`src/rtl/mul_wb_unit.sv`:
```
// Sequential shift-add multiplier with two-beat register-file write-back.
// The low half of the product goes to the latched destination register.
// The high half then goes to the fixed register REG_M.
//
// Ports:
//   CLK, RESET_N    clock and asynchronous active-low reset
//   start           multiply request, sampled only while idle
//   dest, opA, opB  destination pointer and operands, latched with start
//   busy            high in every non-idle state
//   done            one-cycle pulse while the high half is written
//   rf_write_en     register-file write port: enable
//   rf_waddr        register-file write port: address
//   rf_data_in      register-file write port: data
module mul_wb_unit #(
    parameter int unsigned  W     = 8,
    parameter int unsigned  D     = 3,
    parameter logic [D-1:0] REG_M = D'(3'b100)
) (
    input  logic         CLK,
    input  logic         RESET_N,
    input  logic         start,
    input  logic [D-1:0] dest,
    input  logic [W-1:0] opA,
    input  logic [W-1:0] opB,
    output logic         busy,
    output logic         done,
    output logic         rf_write_en,
    output logic [D-1:0] rf_waddr,
    output logic [W-1:0] rf_data_in
);

    localparam int unsigned PW = 2 * W;
    localparam int unsigned CW = $clog2(W) + 1;

    typedef enum logic [1:0] {
        IDLE  = 2'd0,
        MULT  = 2'd1,
        WB_LO = 2'd2,
        WB_HI = 2'd3
    } state_t;

    state_t          state_q, state_d;
    logic [CW-1:0]   cnt_q, cnt_d;
    logic [PW-1:0]   acc_q, acc_d;
    logic [PW-1:0]   mcand_q, mcand_d;
    logic [W-1:0]    mplier_q, mplier_d;
    logic [D-1:0]    dest_q, dest_d;

    logic            busy_d, done_d, we_d;
    logic [D-1:0]    waddr_d;
    logic [W-1:0]    data_d;

    // State, datapath and output registers.
    always_ff @(posedge CLK or negedge RESET_N) begin
        if (!RESET_N) begin
            state_q     <= IDLE;
            cnt_q       <= '0;
            acc_q       <= '0;
            mcand_q     <= '0;
            mplier_q    <= '0;
            dest_q      <= '0;
            busy        <= 1'b0;
            done        <= 1'b0;
            rf_write_en <= 1'b0;
            rf_waddr    <= '0;
            rf_data_in  <= '0;
        end else begin
            state_q     <= state_d;
            cnt_q       <= cnt_d;
            acc_q       <= acc_d;
            mcand_q     <= mcand_d;
            mplier_q    <= mplier_d;
            dest_q      <= dest_d;
            busy        <= busy_d;
            done        <= done_d;
            rf_write_en <= we_d;
            rf_waddr    <= waddr_d;
            rf_data_in  <= data_d;
        end
    end

    // Next-state and datapath update.
    always_comb begin
        state_d  = state_q;
        cnt_d    = cnt_q;
        acc_d    = acc_q;
        mcand_d  = mcand_q;
        mplier_d = mplier_q;
        dest_d   = dest_q;

        case (state_q)
            IDLE: begin
                if (start) begin
                    state_d  = MULT;
                    cnt_d    = '0;
                    acc_d    = '0;
                    mcand_d  = PW'(opA);
                    mplier_d = opB;
                    dest_d   = dest;
                end
            end
            MULT: begin
                // One multiplier bit per cycle, LSB first. The multiplicand
                // is pre-shifted, so the full-width add keeps every carry.
                if (mplier_q[0]) begin
                    acc_d = acc_q + mcand_q;
                end
                mcand_d  = mcand_q << 1;
                mplier_d = mplier_q >> 1;
                cnt_d    = cnt_q + CW'(1);
                if (cnt_q == CW'(W - 1)) begin
                    state_d = WB_LO;
                end
            end
            WB_LO:   state_d = WB_HI;
            WB_HI:   state_d = IDLE;
            default: state_d = IDLE;
        endcase
    end

    // Outputs are decoded from the upcoming state and then registered.
    // This keeps them Moore outputs of the current state with no combinational path.
    always_comb begin
        busy_d  = 1'b0;
        done_d  = 1'b0;
        we_d    = 1'b0;
        waddr_d = '0;
        data_d  = '0;

        case (state_d)
            MULT: begin
                busy_d = 1'b1;
            end
            WB_LO: begin
                busy_d  = 1'b1;
                we_d    = 1'b1;
                waddr_d = dest_d;
                data_d  = acc_d[W-1:0];
            end
            WB_HI: begin
                busy_d  = 1'b1;
                we_d    = 1'b1;
                done_d  = 1'b1;
                waddr_d = REG_M;
                data_d  = acc_d[PW-1:W];
            end
            default: begin
                busy_d = 1'b0;
            end
        endcase
    end

endmodule
```
`config.mk`:
```
export PLATFORM = sky130hd
export DESIGN_NAME = mul_wb_unit
export DESIGN_NICKNAME = d
export VERILOG_FILES = /design/src/rtl/mul_wb_unit.sv
export SDC_FILE = /design/constraint.sdc
export NUM_CORES = 1
export LEC_CHECK = 0
export CORE_MARGIN = 1.5
export CORE_UTILIZATION = 45
export DETAILED_ROUTE_END_ITERATION = 8
export PLACE_DENSITY_LB_ADDON = 0.1
export SYNTH_ARGS = -nofsm -noshare
export SYNTH_HDL_FRONTEND = slang
export SYNTH_SLANG_ARGS = --single-unit
```
`constraint.sdc`:
```
create_clock -name CLK -period 2.7 [get_ports CLK]
set_clock_uncertainty 0.15 [all_clocks]
set_input_delay 0.54 -clock CLK [delete_from_list [all_inputs] [get_ports CLK]]
set_output_delay 0.54 -clock CLK [all_outputs]
set_load 0.01 [all_outputs]
```
### Word-level counts from Yosys, hierarchy flattened

Cells that the tools add are included.
Widths: inputs -> output; s select.

| word-level totals | value |
|---|---|
| flip-flop bits (word level) | 63 |
| word-level logic and storage cells | 45 |
| input bits | 22 |
| output and inout bits | 14 |

| operators by class | value |
|---|---|
| multiplexer cells | 19 |
| equal/unequal tests | 8 |
| add/subtract/negate cells | 2 |
| reduce and logical (&&, ||, !) cells | 5 |

Operators with widths:

| operator | count |
|---|---|
| $pmux 16 s2 | 2 |
| $mux 16 | 3 |
| $pmux 8 s2 | 2 |
| $add 16x16->16 | 1 |
| $eq 2x2->1 const B | 4 |
| $mux 8 | 1 |
| $pmux 2 s4 | 1 |
| $pmux 4 s2 | 1 |
| $mux 3 | 2 |
| $pmux 3 s2 | 1 |
| $add 4x1->4 const B | 1 |
| $eq 2x1->1 const B | 2 |
| $eq 4x3->1 const B | 1 |
| $mux 2 | 2 |
| $mux 4 | 1 |
| $mux 1 | 3 |
| $reduce_or 3->1 | 1 |
| $logic_not 2->1 | 1 |
| $ne 2x2->1 const B | 1 |
| $reduce_and 2->1 | 1 |
| $reduce_bool 2->1 | 1 |
| $reduce_or 2->1 | 1 |

### Logic depth before layout (Yosys ltp)

Gate-level depths: netlist (run 1).

| depth | value |
|---|---|
| depth after elaboration | 6 |
| depth in mapped cells | 9 |

### Worst setup path before layout (run 1)

OpenSTA, ideal clock, no wires.

| timing path | value |
|---|---|
| path kind | register to register |
| start point | register mcand_q[0] |
| end point | register rf_data_in[6] |
| setup time | 121 ps |
| cell stages (with the launch flop) | 10 |
| slack | 394 ps |
| path buffers | 0 |
| arrival | 2035 ps |
| cells stage by stage | dfrtp_1 ha_1 inv_1 fa_1 nor2b_1 o21a_1 o21ai_0 and3_1 or3_4 a22o_1 |

| on the way | value |
|---|---|
| longest elaborated chain between the ends | 4 |

Ends and longest elaborated chain:

| element | line | source |
|---|---|---|
| start, declared | 45 | `logic [PW-1:0] mcand_q, mcand_d;` |
| start signal, assigned | 71 | `mcand_q <= mcand_d;` |
| $add 16x16->16 | 106 | `acc_d = acc_q + mcand_q;` |
| $mux 16 | 105 | `if (mplier_q[0]) begin` |
| $pmux 16 s2 | 91 | `case (state_q)` |
| net acc_d[6] | 44 | `logic [PW-1:0] acc_q, acc_d;` |
| $pmux 8 s2 | 130 | `case (state_d)` |
| net data_d[6] | 51 | `logic [W-1:0] data_d;` |
| end signal, assigned | 78 | `rf_data_in <= data_d;` |
| end, declared | 29 | `output logic [W-1:0] rf_data_in` |

The timed path passes the listed nets, and every way through them passes these cells.
A chain may end at the register's enable or synchronous reset.

### Worst setup path after layout (run 1)

Ends and elaborated chain as after synthesis.

==> results of run 1 <==
-- flip-flops by register name, indices dropped and copies added (netlist names) --
register,count
acc_q,16
busy,1
cnt_q,4
dest_q,3
done,1
mcand_q,16
mplier_q,8
rf_data_in,8
rf_waddr,3
rf_write_en,1
state_q,2
-- area by class of cell --
type                    instances  area share
multi-input cells             241       0.413
flip-flops and latches         63       0.394
repair buffers                 43       0.105
clock buffers                  10      0.0344
well taps                      99      0.0310
clock inverters                 6      0.0172
inverters                       6     0.00564
-- layout by cell type (no fill, tap or decap), drive strengths merged, types with 9 or more instances in the layout --
master	count
nor2	11
clkbuf	10
o21ai	39
mux2i	16
a21oi	15
nand2	36
clkdlybuf4s50	34
buf	9
dfrtp	63
ha	16
a22o	16
-- power breakdown --
part           internal, mW  leakage, nW  switching (mW)
Clock                 0.456        0.103           0.397
Sequential             1.28        0.815           0.295
Combinational         0.920        0.929            1.08
Total                  2.66         1.85            1.78
-- critical path, delay by kind of cell, from the launching register on --
kind / cells / cell delay [ps]
buffers and inverters: 1 / 70
AO/OA/AOI/OAI: 3 / 520
flip-flops: 1 / 370
AND/OR/NAND/NOR: 3 / 680
adder cells (fa/ha/maj): 2 / 600
-- final timing paths --
check,cells past startpoint,slack (ps),startpoint,endpoint
min reg2reg,2,330,mplier_q[1],mplier_q[1]
max reg2reg,9,180,mcand_q[0],rf_data_in[6]
min,1,20,RESET_N,mcand_q[13]
max,9,180,mcand_q[0],rf_data_in[6]
max in group asynchronous,2,1780,RESET_N,mcand_q[2]
min in group CLK,2,330,mplier_q[1],mplier_q[1]
-- kinds of logic (layout without fill, tap and decap cells) --
group | count (synthesis) | in the layout | synth area share
flops | 63 | 63 | 0.473
mux | 19 | 19 | 0.0582
buf+inv | 22 | 65 | 0.0334
fa+ha+maj | 17 | 17 | 0.0661
simple gates | 94 | 94 | 0.149
compound gates | 106 | 106 | 0.207
xor+xnor | 5 | 5 | 0.0131
-- routing by layer --
metal	vias to the layer above	GRT usage
met4	0	0.0643
met2	76	0.310
li1	1277	-
met3	9	0.0452
met5	-	0
met1	1252	0.310
==> impl_table.tex, run 1 <==
\begin{tabular}{lr}
\hline
Metric & Value \\
\hline
\multicolumn{2}{l}{\textbf{Logic synthesis}} \\
Post-synth ARST share & 1.00 \\
Main synth FF type & sky130\_fd\_sc\_hd\_\_dfrtp\_1 \\
Cell type with the highest aggregate area in the netlist & sky130\_fd\_sc\_hd\_\_dfrtp\_1 \\
Distinct cell type count of the synthesized netlist & 48 \\
Leading post-synthesis cells by cell area & sky130\_fd\_sc\_hd\_\_dfrtp\_1 (47\%), sky130\_fd\_sc\_hd\_\_ha\_1 (6.0\%), sky130\_fd\_sc\_hd\_\_o21ai\_0 (5.9\%), sky130\_fd\_sc\_hd\_\_mux2i\_1 (4.8\%), sky130\_fd\_sc\_hd\_\_a22o\_1 (4.2\%) \\
Synthesized netlist net count & 365 \\
Cell with the most instances after synthesis & sky130\_fd\_sc\_hd\_\_dfrtp\_1 \\
Most instantiated cells after synthesis & sky130\_fd\_sc\_hd\_\_dfrtp\_1 (63), sky130\_fd\_sc\_hd\_\_o21ai\_0 (39), sky130\_fd\_sc\_hd\_\_nand2\_1 (36) \\
Number of enable-type register cells in the synthesized netlist & 0 \\
Top cell type's share of synthesized area & 0.473 \\
Average cell area after synthesis & 10.2 um2 \\
Warning count from the yosys run & 0 \\
Cell count after synthesis & 326 \\
\#FFs+latches synth & 63 \\
Post-synthesis sequential area ratio & 0.473 \\
Area of the mapped netlist & 0.00333 mm2 \\
\multicolumn{2}{l}{\textbf{Routing}} \\
Routed len/inst & 16.2 um \\
DR vias & 2614 \\
Met3 wire len & 418 um \\
Met2 routed WL & 3270 um \\
Post-Route M1 WL & 3800 um \\
\# DRC & 0 \\
Total Routed Length & 7590 um \\
Length of the first detailed-routing pass in iterations & 4 \\
Antenna violation net count after detailed routing & 0 \\
Max layer used & met4 \\
Drt initial violations & 99 \\
Ratio of routed vias to standard cells & 5.59 \\
\multicolumn{2}{l}{\textbf{Clocking}} \\
Cts hold-fix bufs & 0 \\
Sinks on Clock Net & 63 \\
Insertion delay of the later-clocked pin in the worst-skew pair & 350 ps \\
Post-CTS clock slew at the launch and capture registers of the worst setup and hold paths & 80 ps \\
Buffers inserted during post-CTS setup optimization & 0 \\
H-tree levels & 3 \\
CTS Root Cell & sky130\_fd\_sc\_hd\_\_clkbuf\_8 \\
Maximum clock path buffer count & 2 \\
Clock tree from TritonCTS & done \\
CTS buffer count & 9 \\
Post-cts gate resize count & 0 \\
\multicolumn{2}{l}{\textbf{Place}} \\
Placed standard-cell area & 0.00379 mm2 \\
Detail Placement HPWL & 5420 um \\
Place WS & 235 ps \\
Count of input and output buffers & 35 \\
Gpl congestion & 0.848 \\
Inst Count DP & 452 \\
\multicolumn{2}{l}{\textbf{Floorplanning}} \\
Die outline area & 0.00793 mm2 \\
Site Rows & 31 \\
I/O pin count & 36 \\
Core outline area & 0.00721 mm2 \\
Chip width & 89.1 um \\
Effective utilization at floorplan & 0.462 \\
Height of the chip & 89.1 um \\
\multicolumn{2}{l}{\textbf{Layout}} \\
Final core utilization & 0.554 \\
Ratio of cells with drive above 1 in the final layout & 0.0867 \\
Non-filler instance count after layout & 468 \\
Total area of multi-input combinational cells & 0.00165 mm2 \\
Antenna Cells & 0 \\
Number of nets at the end of the flow & 403 \\
Post-route standard cell area excluding fillers & 0.00400 mm2 \\
Filler cells & 696 \\
Sequential cell area & 0.00158 mm2 \\
Synth-to-Final Area Change & 19.9\% \\
\multicolumn{2}{l}{\textbf{Critical path}} \\
Critical Path AT & 2600 ps \\
Endpoint kind of the worst setup timing path & flip-flop \\
Max Fanout on Critical Path & 4 \\
Slowest CP cell & sky130\_fd\_sc\_hd\_\_fa\_1 \\
Path type of the worst setup path & flip-flop to flip-flop \\
Worst EP required & 2780 ps \\
CP peak stage delay & 400 ps \\
Kind of launch point of the worst setup path & flip-flop \\
List of cells traversed by the critical path & ha\_1 > inv\_1 > fa\_1 > nor2b\_1 > o21a\_1 > o21ai\_0 > and3\_1 > or3\_4 > a22o\_1 \\
\multicolumn{2}{l}{\textbf{GRT}} \\
Total routing usage reported by global routing & 0.210 \\
Largest net degree at the start of global routing & 47 \\
Initial antenna violation count & 0 \\
Number of global-route vias before repair & 2484 \\
Wire length of the first global-routing pass & 12500 um \\
Grt total ovfl & 0 \\
\multicolumn{2}{l}{\textbf{STA}} \\
Final setup slack of the worst path & 182 ps \\
Relative slew slack & 0.551 \\
Final worst hold slack & 18.1 ps \\
Max Freq & 397 MHz \\
Hold Fails Final Rpt & 0 \\
Fin crit period & 2520 ps \\
Number of pins exceeding their max-slew limit in the final report & 0 \\
Transition at the pin with the smallest max-transition slack & 671 ps \\
Period utilization & 0.933 \\
Endpoints failing setup & 0 \\
Setup repair after global routing missed its margin & false \\
Total negative setup slack & 0 ps \\
\multicolumn{2}{l}{\textbf{Power}} \\
Power density over cell area & 1110 mW/mm2 \\
Overall power consumption & 4.43 mW \\
VDD IR-drop max & 0.447 mV \\
Static Leakage & 1.85 nW \\
\multicolumn{2}{l}{\textbf{Status}} \\
Run status & complete, no violations \\
\multicolumn{2}{l}{\textbf{Job}} \\
Max-cap violations & 0 \\
\multicolumn{2}{l}{\textbf{Min path}} \\
Worst min-delay path class & primary input to async pin \\
\hline
\end{tabular}
(Power assumes the default switching activity.)
==> inputs of run 2 (changes only) <==
--- a/config.mk
+++ b/config.mk
@@ -5,8 +5,8 @@
 export SDC_FILE = /design/constraint.sdc
 export NUM_CORES = 1
 export LEC_CHECK = 0
-export CORE_MARGIN = 1.5
-export CORE_UTILIZATION = 45
+export CORE_MARGIN = 2
+export CORE_UTILIZATION = 34
 export DETAILED_ROUTE_END_ITERATION = 8
 export PLACE_DENSITY_LB_ADDON = 0.1
 export SYNTH_ARGS = -nofsm -noshare
==> impl_table.tex, run 2 (same netlist as run 1, synthesis figures left out) <==
\begin{tabular}{lr}
\hline
Metric & Value \\
\hline
\multicolumn{2}{l}{\textbf{STA}} \\
Number of pins exceeding their max-slew limit in the final report & 0 (unchanged) \\
Setup repair after global routing missed its margin & false \\
Total negative setup slack & 0 ps (unchanged) \\
Relative slew slack & 0.537 (-0.0140) \\
Period utilization & 0.901 (-0.0313) \\
Fin crit period & 2430 ps (-84.5 ps) \\
Transition at the pin with the smallest max-transition slack & 692 ps (+21.0 ps) \\
Max Freq & 411 MHz (+3.5\%) \\
Hold Fails Final Rpt & 0 (unchanged) \\
Endpoints failing setup & 0 (unchanged) \\
\multicolumn{2}{l}{\textbf{Layout}} \\
Sequential cell area & 0.00158 mm2 (unchanged) \\
Final core utilization & 0.424 (-0.130) \\
Number of nets at the end of the flow & 406 (+0.74\%) \\
Ratio of cells with drive above 1 in the final layout & 0.0941 (+0.00737) \\
Largest registers & acc\_q: 16 flops, mcand\_q: 16 flops \\
Most common library cell in the layout ignoring fill and taps & sky130\_fd\_sc\_hd\_\_dfrtp\_1 \\
Synth-to-Final Area Change & 22.5\% \\
Filler cells & 982 (+41\%) \\
Antenna Cells & 0 (unchanged) \\
Non-filler instance count after layout & 505 (+7.9\%) \\
Total area of multi-input combinational cells & 0.00165 mm2 (unchanged) \\
Most frequent cells in the layout & sky130\_fd\_sc\_hd\_\_dfrtp\_1 (63), sky130\_fd\_sc\_hd\_\_o21ai\_0 (39), sky130\_fd\_sc\_hd\_\_nand2\_1 (36) \\
\multicolumn{2}{l}{\textbf{Power}} \\
Combinational power share & 0.449 (-0.003) \\
Switching Share & 0.397 (-0.00345) \\
Sequential group share of total power & 0.344 (-0.011) \\
Switching power summed over all nets & 1.81 mW (+1.9\%) \\
Overall power consumption & 4.56 mW (+2.8\%) \\
Power Internal & 2.75 mW (+3.4\%) \\
Portion of total power attributed to the clock network & 0.208 (+0.016) \\
VDD IR-drop max & 0.388 mV (-13\%) \\
Power density over cell area & 1120 mW/mm2 (+0.60\%) \\
Static Leakage & 1.87 nW (+1.5\%) \\
\multicolumn{2}{l}{\textbf{Critical path}} \\
Slowest CP cell & sky130\_fd\_sc\_hd\_\_dfrtp\_1 \\
Worst path bufs/invs & 1 (unchanged) \\
Reg2Reg Launch Point & mcand\_q[0] \\
Cell type group with the largest total delay on the critical path & simple AND/OR/NAND/NOR gates \\
CP peak stage delay & 390 ps (about the same) \\
Endpoint kind of the worst setup timing path & flip-flop \\
List of cells traversed by the critical path & ha\_1 > inv\_1 > fa\_1 > nor2b\_1 > o21a\_1 > o21ai\_0 > and3\_1 > or3\_4 > a22o\_1 \\
Path type of the worst setup path & flip-flop to flip-flop \\
Max Fanout on Critical Path & 3 (-1) \\
Capturing point of the worst reg2reg path & rf\_data\_in[6] \\
Logic depth of the worst path, buffers included & 9 (unchanged) \\
Worst EP required & 2790 ps (about the same) \\
Kind of launch point of the worst setup path & flip-flop \\
Critical Path AT & 2520 ps (-80 ps) \\
Worst Reg2Reg Path Length in Cells & 9 (unchanged) \\
Reg-to-reg slack, setup & 270 ps (+80 ps) \\
\multicolumn{2}{l}{\textbf{Clocking}} \\
CTS Root Cell & sky130\_fd\_sc\_hd\_\_clkbuf\_8 \\
Sinks on Clock Net & 63 (unchanged) \\
Clock tree from TritonCTS & done \\
CTS buffer count & 9 (unchanged) \\
H-tree levels & 3 (unchanged) \\
Post-CTS clock slew at the launch and capture registers of the worst setup and hold paths & 80 ps (about the same) \\
Maximum clock path buffer count & 2 (unchanged) \\
Insertion delay of the later-clocked pin in the worst-skew pair & 350 ps (about the same) \\
\multicolumn{2}{l}{\textbf{Routing}} \\
Length of the first detailed-routing pass in iterations & 4 (unchanged) \\
DR vias & 2590 (-0.92\%) \\
Total Routed Length & 7910 um (+4.2\%) \\
Routed len/inst & 15.7 um (-3.5\%) \\
Drt initial violations & 164 (+66\%) \\
Ratio of routed vias to standard cells & 5.13 (-8.2\%) \\
Antenna violation net count after detailed routing & 0 (unchanged) \\
\# DRC & 0 (unchanged) \\
\multicolumn{2}{l}{\textbf{Floorplanning}} \\
Chip width & 103 um (+16\%) \\
Core outline area & 0.00964 mm2 (+34\%) \\
Site Rows & 36 (+16\%) \\
Height of the chip & 103 um (+16\%) \\
I/O pin count & 36 (unchanged) \\
Effective utilization at floorplan & 0.346 (-0.116) \\
Die outline area & 0.0106 mm2 (+34\%) \\
\multicolumn{2}{l}{\textbf{GRT}} \\
Initial antenna violation count & 0 (unchanged) \\
Number of global-route vias before repair & 2503 (+0.76\%) \\
Grt total ovfl & 0 (unchanged) \\
Total routing usage reported by global routing & 0.165 (-0.0448) \\
Largest net degree at the start of global routing & 47 (unchanged) \\
Wire length of the first global-routing pass & 13200 um (+5.2\%) \\
\multicolumn{2}{l}{\textbf{Place}} \\
Inst Count DP & 488 (+8.0\%) \\
Count of input and output buffers & 35 (unchanged) \\
Gpl congestion & 0.927 (+9.3\%) \\
Detail Placement HPWL & 5720 um (+5.5\%) \\
\multicolumn{2}{l}{\textbf{Min path}} \\
Worst min-delay path class & primary input to async pin \\
\multicolumn{2}{l}{\textbf{Status}} \\
Run status & complete, no violations \\
\multicolumn{2}{l}{\textbf{Job}} \\
Max-cap violations & 0 (unchanged) \\
\hline
\end{tabular}
-- run 2: cell count changes in the layout (fill, tap and decap cells not counted) --
cell	previous run	this run
sky130_fd_sc_hd__bufinv_16	1	2
sky130_fd_sc_hd__clkinv_2	1	0
sky130_fd_sc_hd__inv_6	1	3
sky130_fd_sc_hd__buf_4	7	10
sky130_fd_sc_hd__clkinvlp_4	1	0
sky130_fd_sc_hd__clkbuf_8	10	9
-- run 2: per-stage QoR --
step | hold slack (ps) | instance area [um2] | setup WS [ps]
global route | 29.0 | 4080 | 91.9
global placement | 316 | 3850 | 276
CTS | 14.4 | 4080 | 191
floorplan | 94.4 | 3330 | 394
detailed placement | 325 | 3850 | 202
finish | 5.19 | 4080 | 266
-- run 2: area by class of cell --
class                           instances  share of cell area
Sequential cell                        63               0.386
Tap cell                              133              0.0408
Timing Repair Buffer                   46               0.108
Clock inverter                          7              0.0254
Multi-Input combinational cell        241               0.404
Clock buffer                            9              0.0303
Inverter                                6             0.00552
-- run 2: worst max path at each step --
stage | start | endpoint
finish | mcand_q[0] | rf_data_in[6]
global route | mcand_q[0] | rf_data_in[6]
CTS | mcand_q[0] | rf_data_in[6]
detailed placement | mcand_q[0] | rf_data_in[6]
global placement | mcand_q[0] | rf_data_in[6]
floorplan | mcand_q[0] | rf_data_in[6]
-- run 2: power groups by stage --
stage | Combinational (mW) | Sequential, mW | Clock (mW)
after floorplan | 1.56 | 1.48 | 0
after global placement | 2.03 | 1.59 | 0
after detailed placement | 2.04 | 1.58 | 0
after CTS | 2.05 | 1.57 | 0.976
after global routing | 2.28 | 1.62 | 1.03
final | 2.04 | 1.57 | 0.947
-- run 2: repair_timing --
action | 4_1_cts | 5_1_grt
setup buffers | 0 | 1
setup endpoints to repair | 0 | 1
hold buffers | 0 | 0
gates resized for setup | 0 | 0
-- run 2: worst register-to-register path: stages (launching register included) --
cell	delay, ps
sky130_fd_sc_hd__dfrtp_1	390
sky130_fd_sc_hd__ha_1	200
sky130_fd_sc_hd__inv_1	60
sky130_fd_sc_hd__fa_1	390
sky130_fd_sc_hd__nor2b_1	130
sky130_fd_sc_hd__o21a_1	130
sky130_fd_sc_hd__o21ai_0	120
sky130_fd_sc_hd__and3_1	200
sky130_fd_sc_hd__or3_4	360
sky130_fd_sc_hd__a22o_1	200
-- run 2: layer usage --
metal | GRT usage | vias up | share of wire
met4 | 0.0567 | 0 | 0.018
met3 | 0.0434 | 14 | 0.040
met5 | 0 | - | 0
li1 | - | 1281 | -
met2 | 0.241 | 51 | 0.43
met1 | 0.238 | 1244 | 0.51
